==> src/rtl/trigger_qualifier_if.sv <==
// Trigger/done handshake between the qualifier
// and the glitch pulse stage.
interface trigger_qualifier_if;
  logic trigger_out;
  logic done_in;

  modport master (
    output trigger_out,
    input  done_in
  );

  modport slave (
    input  trigger_out,
    output done_in
  );
endinterface

==> src/rtl/trigger_qualifier.sv <==
// Trigger qualifier: sync, spike filter, N-edge arm,
// level handshake with glitch stage, re-trigger holdoff.
module trigger_qualifier #(
  parameter int unsigned FILTER_CYCLES  = 8,
  parameter int unsigned EDGE_COUNT     = 1,
  parameter int unsigned HOLDOFF_CYCLES = 1024,
  parameter int unsigned DONE_TIMEOUT   = 0,
  parameter int unsigned INVERT         = 0,
  parameter int unsigned ONESHOT        = 1
) (
  input  logic                clk,
  input  logic                rst_n,
  input  logic                trig_in,
  input  logic                arm,
  trigger_qualifier_if.master hs,
  output logic                armed_indicator,
  output logic                fired_indicator,
  output logic                fault
);

  typedef enum logic [1:0] {
    IDLE,
    ARMED,
    FIRE,
    HOLDOFF
  } state_t;

  localparam logic [7:0]  F_LAST = 8'(FILTER_CYCLES - 1);
  localparam logic [7:0]  F_SAT  = 8'(FILTER_CYCLES);
  localparam logic [15:0] E_LAST = 16'(EDGE_COUNT - 1);
  localparam logic [31:0] T_LAST = DONE_TIMEOUT - 32'd1;
  localparam logic [31:0] H_LAST =
    (HOLDOFF_CYCLES == 0) ? 32'd0 : HOLDOFF_CYCLES - 32'd1;
  localparam logic INV    = (INVERT != 0);
  localparam logic TMO_EN = (DONE_TIMEOUT != 0);
  localparam logic REARM  = (ONESHOT == 0);

  if (FILTER_CYCLES < 1 || FILTER_CYCLES > 255 ||
      EDGE_COUNT < 1 || EDGE_COUNT > 65535 ||
      INVERT > 1 || ONESHOT > 1) begin : g_bad_param
    $error("trigger_qualifier: parameter out of range");
  end

  state_t      state;
  logic        sync1;
  logic        sync2;
  logic        trig_s;
  logic        arm_d;
  logic [7:0]  stable;
  logic [15:0] edge_cnt;
  logic [31:0] tmo_cnt;
  logic [31:0] hold_cnt;
  logic        qual;
  logic        arm_rise;

  // qual fires once, on the cycle the run reaches FILTER_CYCLES
  assign qual     = trig_s && (stable == F_LAST);
  assign arm_rise = arm && !arm_d;

  always_ff @(posedge clk) begin
    if (!rst_n) begin
      state           <= IDLE;
      sync1           <= 1'b0;
      sync2           <= 1'b0;
      trig_s          <= 1'b0;
      arm_d           <= 1'b0;
      stable          <= 8'd0;
      edge_cnt        <= 16'd0;
      tmo_cnt         <= 32'd0;
      hold_cnt        <= 32'd0;
      hs.trigger_out  <= 1'b0;
      armed_indicator <= 1'b0;
      fired_indicator <= 1'b0;
      fault           <= 1'b0;
    end else begin
      sync1  <= trig_in;
      sync2  <= sync1;
      trig_s <= sync2 ^ INV;
      arm_d  <= arm;

      if (!trig_s)
        stable <= 8'd0;
      else if (stable != F_SAT)
        stable <= stable + 8'd1;

      unique case (state)
        IDLE: begin
          if (arm_rise) begin
            state           <= ARMED;
            armed_indicator <= 1'b1;
            fired_indicator <= 1'b0;
            fault           <= 1'b0;
            edge_cnt        <= 16'd0;
          end
        end
        ARMED: begin
          if (!arm) begin
            state           <= IDLE;
            armed_indicator <= 1'b0;
            edge_cnt        <= 16'd0;
          end else if (qual) begin
            if (edge_cnt == E_LAST) begin
              state           <= FIRE;
              armed_indicator <= 1'b0;
              hs.trigger_out  <= 1'b1;
              fired_indicator <= 1'b1;
              tmo_cnt         <= 32'd0;
            end else begin
              edge_cnt <= edge_cnt + 16'd1;
            end
          end
        end
        FIRE: begin
          if (hs.done_in) begin
            state          <= HOLDOFF;
            hs.trigger_out <= 1'b0;
            hold_cnt       <= 32'd0;
          end else if (TMO_EN && tmo_cnt == T_LAST) begin
            state          <= HOLDOFF;
            hs.trigger_out <= 1'b0;
            fault          <= 1'b1;
            hold_cnt       <= 32'd0;
          end else begin
            tmo_cnt <= tmo_cnt + 32'd1;
          end
        end
        HOLDOFF: begin
          if (hold_cnt == H_LAST) begin
            if (REARM && arm) begin
              state           <= ARMED;
              armed_indicator <= 1'b1;
              edge_cnt        <= 16'd0;
            end else begin
              state <= IDLE;
            end
          end else begin
            hold_cnt <= hold_cnt + 32'd1;
          end
        end
        default: state <= IDLE;
      endcase
    end
  end

endmodule

==> src/flat_wrapper.sv <==
// flat-port wrapper written by rule: the top's interface ports become plain ports
module trigger_qualifier_flat 
#(
  parameter int unsigned FILTER_CYCLES  = 8,
  parameter int unsigned EDGE_COUNT     = 1,
  parameter int unsigned HOLDOFF_CYCLES = 1024,
  parameter int unsigned DONE_TIMEOUT   = 0,
  parameter int unsigned INVERT         = 0,
  parameter int unsigned ONESHOT        = 1
)
  (clk, rst_n, trig_in, arm, armed_indicator, fired_indicator, fault, hs_trigger_out, hs_done_in);
  trigger_qualifier_if hs_i ();
  input  logic clk;
  input  logic rst_n;
  input  logic trig_in;
  input  logic arm;
  output logic armed_indicator;
  output logic fired_indicator;
  output logic fault;
  output wire logic [$bits(hs_i.trigger_out)-1:0] hs_trigger_out;
  input wire logic [$bits(hs_i.done_in)-1:0] hs_done_in;
  assign hs_trigger_out = hs_i.trigger_out;
  assign hs_i.done_in = hs_done_in;
  trigger_qualifier #(.FILTER_CYCLES(FILTER_CYCLES), .EDGE_COUNT(EDGE_COUNT), .HOLDOFF_CYCLES(HOLDOFF_CYCLES), .DONE_TIMEOUT(DONE_TIMEOUT), .INVERT(INVERT), .ONESHOT(ONESHOT)) u_core (.clk(clk), .rst_n(rst_n), .trig_in(trig_in), .arm(arm), .hs(hs_i), .armed_indicator(armed_indicator), .fired_indicator(fired_indicator), .fault(fault));
endmodule
==> config.mk <==
export PLATFORM = sky130hd
export DESIGN_NAME = trigger_qualifier_flat
export DESIGN_NICKNAME = d
export VERILOG_FILES = /design/src/rtl/trigger_qualifier_if.sv /design/src/rtl/trigger_qualifier.sv /design/src/flat_wrapper.sv
export SDC_FILE = /design/constraint.sdc
export NUM_CORES = 1
export LEC_CHECK = 0
export BUFFER_PORTS_ARGS = -buffer_cell sky130_fd_sc_hd__clkbuf_2
export CAP_MARGIN = 10
export CORE_MARGIN = 2
export CORE_UTILIZATION = 50
export CTS_CLUSTER_SIZE = 12
export DETAILED_ROUTE_END_ITERATION = 8
export GPL_TIMING_DRIVEN = 0
export PLACE_DENSITY = 0.76
export SLEW_MARGIN = 30
export SYNTH_ARGS = -nofsm -noshare
export SYNTH_HDL_FRONTEND = slang
export SYNTH_SLANG_ARGS = --single-unit
==> constraint.sdc <==
create_clock -name clk -period 4.43 [get_ports clk]
set_input_delay 0.6645 -clock clk [delete_from_list [all_inputs] [get_ports clk]]
set_output_delay 0.6645 -clock clk [all_outputs]
set_load 0.005 [all_outputs]
# == Yosys cells after proc, flatten, opt, wreduce, memory -nomap -nowiden ==
# Cells that the tools add are included.
# classes
addsub,3
eq_ne,16
mux,27
n_reduce_logical,15
# op_table
cell,count
2-to-1 mux 16 bit,4
2-to-1 mux 32 bit,2
one-hot mux 32 bit (2 select lines),1
adder 32 x 1 -> 32 bit (second input constant),1
== test 32 x 10 -> 1 bit (second input constant),1
one-hot mux 16 bit (2 select lines),1
adder 16 x 1 -> 16 bit (second input constant),1
zero test 16 bit,1
AND reduction 5 bit,3
2-to-1 mux 2 bit,6
2-to-1 mux 1 bit,9
adder 8 x 1 -> 8 bit (second input constant),1
== test 8 x 3 -> 1 bit (second input constant),1
inequality test 2 x 1 -> 1 bit (second input constant),4
inequality test 8 x 4 -> 1 bit (second input constant),1
one-hot mux 2 bit (4 select lines),1
AND reduction 4 bit,2
inequality test 2 bit (second input constant),3
inequality test 3 x 2 -> 1 bit (second input constant),2
one-hot mux 1 bit (2 select lines),3
nonzero test 2 bit,3
== test 2 bit (second input constant),2
inequality test 3 bit (second input constant),1
AND reduction 3 bit,1
other kinds (5),6
# totals
reg_bits,65
out_inout_bits,4

# == Logic depth before layout (Yosys ltp) ==
# depth
depth_word,5
ltp_mapped,10

# == Least setup slack after synthesis ==
# No wires, ideal clock.
# synth_timing
path_type,register to register
start,reg u_core.stable[7]
end,reg u_core.edge_cnt[6]
setup_time_ns,0.070
t_arrival_ns,2.000
slack_ns,2.360
path_stages_with_launch,6
path_buffers,0
period_less_slack_ns,2.070
path_cell_list,dfxtp_1 -> or4_4 -> o21ba_4 -> a211o_1 -> or4_1 -> a21oi_1
# synth_via
elab_chain_len,4
# synth_rtl
element,line_no,source
start: declaration,trigger_qualifier.sv:49,logic [7:0] stable;
start signal: assignment,trigger_qualifier.sv:84,stable <= stable + 8'd1;
== test 8 x 3 -> 1 bit,trigger_qualifier.sv:57,assign qual = trig_s && (stable == F_LAST);
logical AND 1 bit,trigger_qualifier.sv:57,
inequality test 3 x 2 -> 1 bit (no line),n/a,
AND reduction 4 bit (no line),n/a,
end signal: assignment,trigger_qualifier.sv:109,edge_cnt <= edge_cnt + 16'd1;
end: declaration,trigger_qualifier.sv:50,logic [15:0] edge_cnt;
# No other way between the ends.
# A chain may end at the register's enable or synchronous reset.

# == Final worst setup path ==
# layout_timing
start,reg u_core.hold_cnt[0]
end,reg u_core.hold_cnt[24]
# layout_via
elab_chain_len,3
# layout_rtl
element,line_no,source
start: declaration,trigger_qualifier.sv:52,logic [31:0] hold_cnt;
start signal: assignment,trigger_qualifier.sv:137,hold_cnt <= hold_cnt + 32'd1;
adder 32 x 1 -> 32 bit or == test 32 x 10 -> 1 bit (tied branches),"trigger_qualifier.sv:137, trigger_qualifier.sv:128",
2-to-1 mux 32 bit or inequality test 2 bit (tied branches),n/a,
one-hot mux 32 bit (2 select lines) or AND reduction 3 bit (tied branches),n/a,
# Parallel ways exist; a longest one is shown, timed or not. The select of a mux whose other input is x is not followed.

==> results.toml <==
[grt]
overflow = 0
grt_max_degree = 13
grt_use_total = 0.210
grt_pass1_wl_um = 12400
antenna_found_initial = 0
first_global_vias = 2758

[setup_path]
worstSetupStartpointType = "flip-flop"
required_ps = 4710
max_stage_delay_ps = 390
path_max_fanout = 10
endpoint_kind = "flip-flop"
crit_chain = "ha_1 > clkbuf_1 > nor4b_1 > and4_1 > clkbuf_1 > and3_1 > buf_2 > buf_2 > o21ai_0 > a21oi_1"
critical_path_class = "reg -> reg"
critical_path.slowest_cell = "dfxtp_1"
crit_start = "u_core.hold_cnt[0]$_SDFFE_PN0P_"
cp.arrival_ps = 2810
rr_startpoint = "u_core.hold_cnt[0]$_SDFFE_PN0P_"

[timing]
hold_viol_final = 0
rsz0062_at_grt = "no"
tns_ps = 0
report.final.slew_viol_count = 0
relSlewSlack = 0.451
max_freq_mhz = 394
period_share = 0.573
finClkSkew_ps = 11.0
fin_crit_ps = 2540
tightest_slew_ps = 817
setup_violations = 0

[synthesis]
synth_area_leaders = "dfxtp_1, a21oi_1, nand3_1, nand4_1, nor2_1"
synth.ff_latch_count = 65
yosysMostFrequentCell = "dfxtp_1"
syn_area_sq_um = 3290
syn_nets = 406
ys_warn_count = 0
synth.top_cell.area_share = 0.395
synth_flop_cell = "dfxtp_1"
syn-instance-count = 396
synth_area_leader_cell = "dfxtp_1"
avgSynthCellArea_sq_um = 8.32
yosys-top-cells-count = "dfxtp_1, nor2_1, a21oi_1, nand3_1, nand2_1"
synth_seq_area_share = 0.395
yosysUniqueCellTypes = 48
synth_edf_count = 0
async_flop_share = 0

[floorplan]
pin_count = 9
start_util = 0.519
dieHeight_um = 85.2
coreArea_sq_um = 6350
placementRows = 29
fp.dieArea_sq_um = 7250
die_w_um = 85.2

[worst_hold_path]
worstHoldStart = "u_core.sync1$_SDFF_PN0_"
hp-class = "reg -> reg"

[detailed_routing]
drt_iter0_drc = 240
num_vias = 3015
viasPerCell = 6.09
totalWireLength_um = 7330
routedWlPerCell_um = 14.8
firstDrtPassIters = 5
drc = 0
drtAntennaViolNets = 0

[clock_tree]
cts_resized = 0
post_cts.repair.setup_buffers = 0
cts_tree = "built"
root_buffer = "clkbuf_8"
clk_latency_ps = 350
ctsHoldBuffers = 0
path_clk_slew_ps = 80
htree_levels = 3
cts_made_buffers = 9
cts_sinks = 65
cts_buffer_depth = 2

[finish]
n_fill_cell = 571
layout.nets = 423
layout-drive-gt1-share = 0.0933
areaGrowthSynthToFinish_pct = 10.8
fin_cells = 495
multi_input_area_sq_um = 1870
seq_area_sq_um = 1300
n_antenna_cell = 0

[placed_design]
gp_congestion = 0.876
portBuffers = 6
dp_cells = 479
post-dp-hpwl_um = 5050

[power_and_ir_drop]
p_leak_nw = 1.29
ir_drop_mv = 0.237
powerDensity_nw_per_um2 = 332

[status]
status = "complete, no violations"

[run]
cap_violations = 0
-- worst max-delay path, delay by kind of cell, from the launching register on --
| family | cells | cell delay (ps) |
|---|---|---|
| adder cells (fa/ha/maj) | 1 | 160 |
| AO/OA/AOI/OAI | 2 | 260 |
| flip-flops | 1 | 390 |
| buffers and inverters | 4 | 940 |
| AND/OR/NAND/NOR | 3 | 700 |
-- routing by layer --
metal	share of wire	global-route usage	wire length, um
met3	0.051	0.0438	375
met5	0	0	0
met2	0.44	0.322	3250
met4	0.018	0.0909	135
met1	0.49	0.285	3570
-- per-stage QoR --
step	setup WS [ps]	cell area [sq um]	utilization	total power, mW	hold WS (ps)
2_1_floorplan	2360	3290	-	0.630	412
3_3_place_gp	1910	3420	0.539	0.642	424
3_5_place_dp	1930	3420	0.539	0.642	434
4_1_cts	1880	3650	0.574	1.22	451
5_1_grt	1590	3650	0.574	1.25	476
6_report	1890	3650	0.574	1.21	445
-- final timing paths --
| path | to | slack (ps) | depth (start not counted) |
|---|---|---|---|
| max | u_core.hold_cnt[24]$_SDFFE_PN0P_ | 1890 | 10 |
| min | u_core.sync2$_SDFF_PN0_ | 440 | 1 |
| max reg2reg | u_core.hold_cnt[24]$_SDFFE_PN0P_ | 1890 | 10 |
| min reg2reg | u_core.sync2$_SDFF_PN0_ | 440 | 1 |
-- sequential cells by signal, summed over array words and instances (netlist names), named ones only --
name / flops
u_core.fired_indicator: 1
u_core.arm_d: 1
u_core.armed_indicator: 1
u_core.sync2: 1
u_core.trig_s: 1
u_core.stable: 8
u_core.hs.trigger_out: 1
u_core.state: 1
u_core.hold_cnt: 32
u_core.edge_cnt: 16
u_core.sync1: 1
-- power by group --
group / internal, mW / switching, mW / leakage (nW)
combinational: 0.0129 / 0.0271 / 0.649
clock: 0.334 / 0.247 / 0.113
sequential: 0.587 / 0.00197 / 0.525
total: 0.934 / 0.276 / 1.29
-- cells by family after synthesis --
kind of cell / synth area share
simple gates: 0.351
compound gates: 0.128
flops: 0.395
buf+inv: 0.0380
xor+xnor: 0.0585
fa+ha+maj: 0.0190
mux: 0.00912
other cells: 0.00114
-- area by class of cell --
class / instances / area share
multi-input cells: 300 / 0.512
clock inverters: 6 / 0.0247
plain buffers: 20 / 0.0230
inverters: 11 / 0.0113
repair buffers: 6 / 0.00823
well taps: 77 / 0.0264
clock buffers: 10 / 0.0377
flip-flops and latches: 65 / 0.357
-- cells in the final DEF (no fill, tap or decap), types with 7 or more instances in the layout --
cell type / Yosys / final
a21oi_1: 29 / 29
and2_1: 7 / 7
and3_1: 12 / 12
and4_1: 7 / 7
clkbuf_1: 15 / 15
clkbuf_8: 0 / 10
dfxtp_1: 65 / 65
inv_1: 11 / 11
nand2_1: 25 / 25
nand3_1: 29 / 29
nand4_1: 23 / 23
nor2_1: 35 / 35
o21ai_0: 12 / 12
or3_1: 20 / 20
xnor2_1: 7 / 7
xor2_1: 15 / 15
Note: power is estimated with default switching activity, not from simulation.
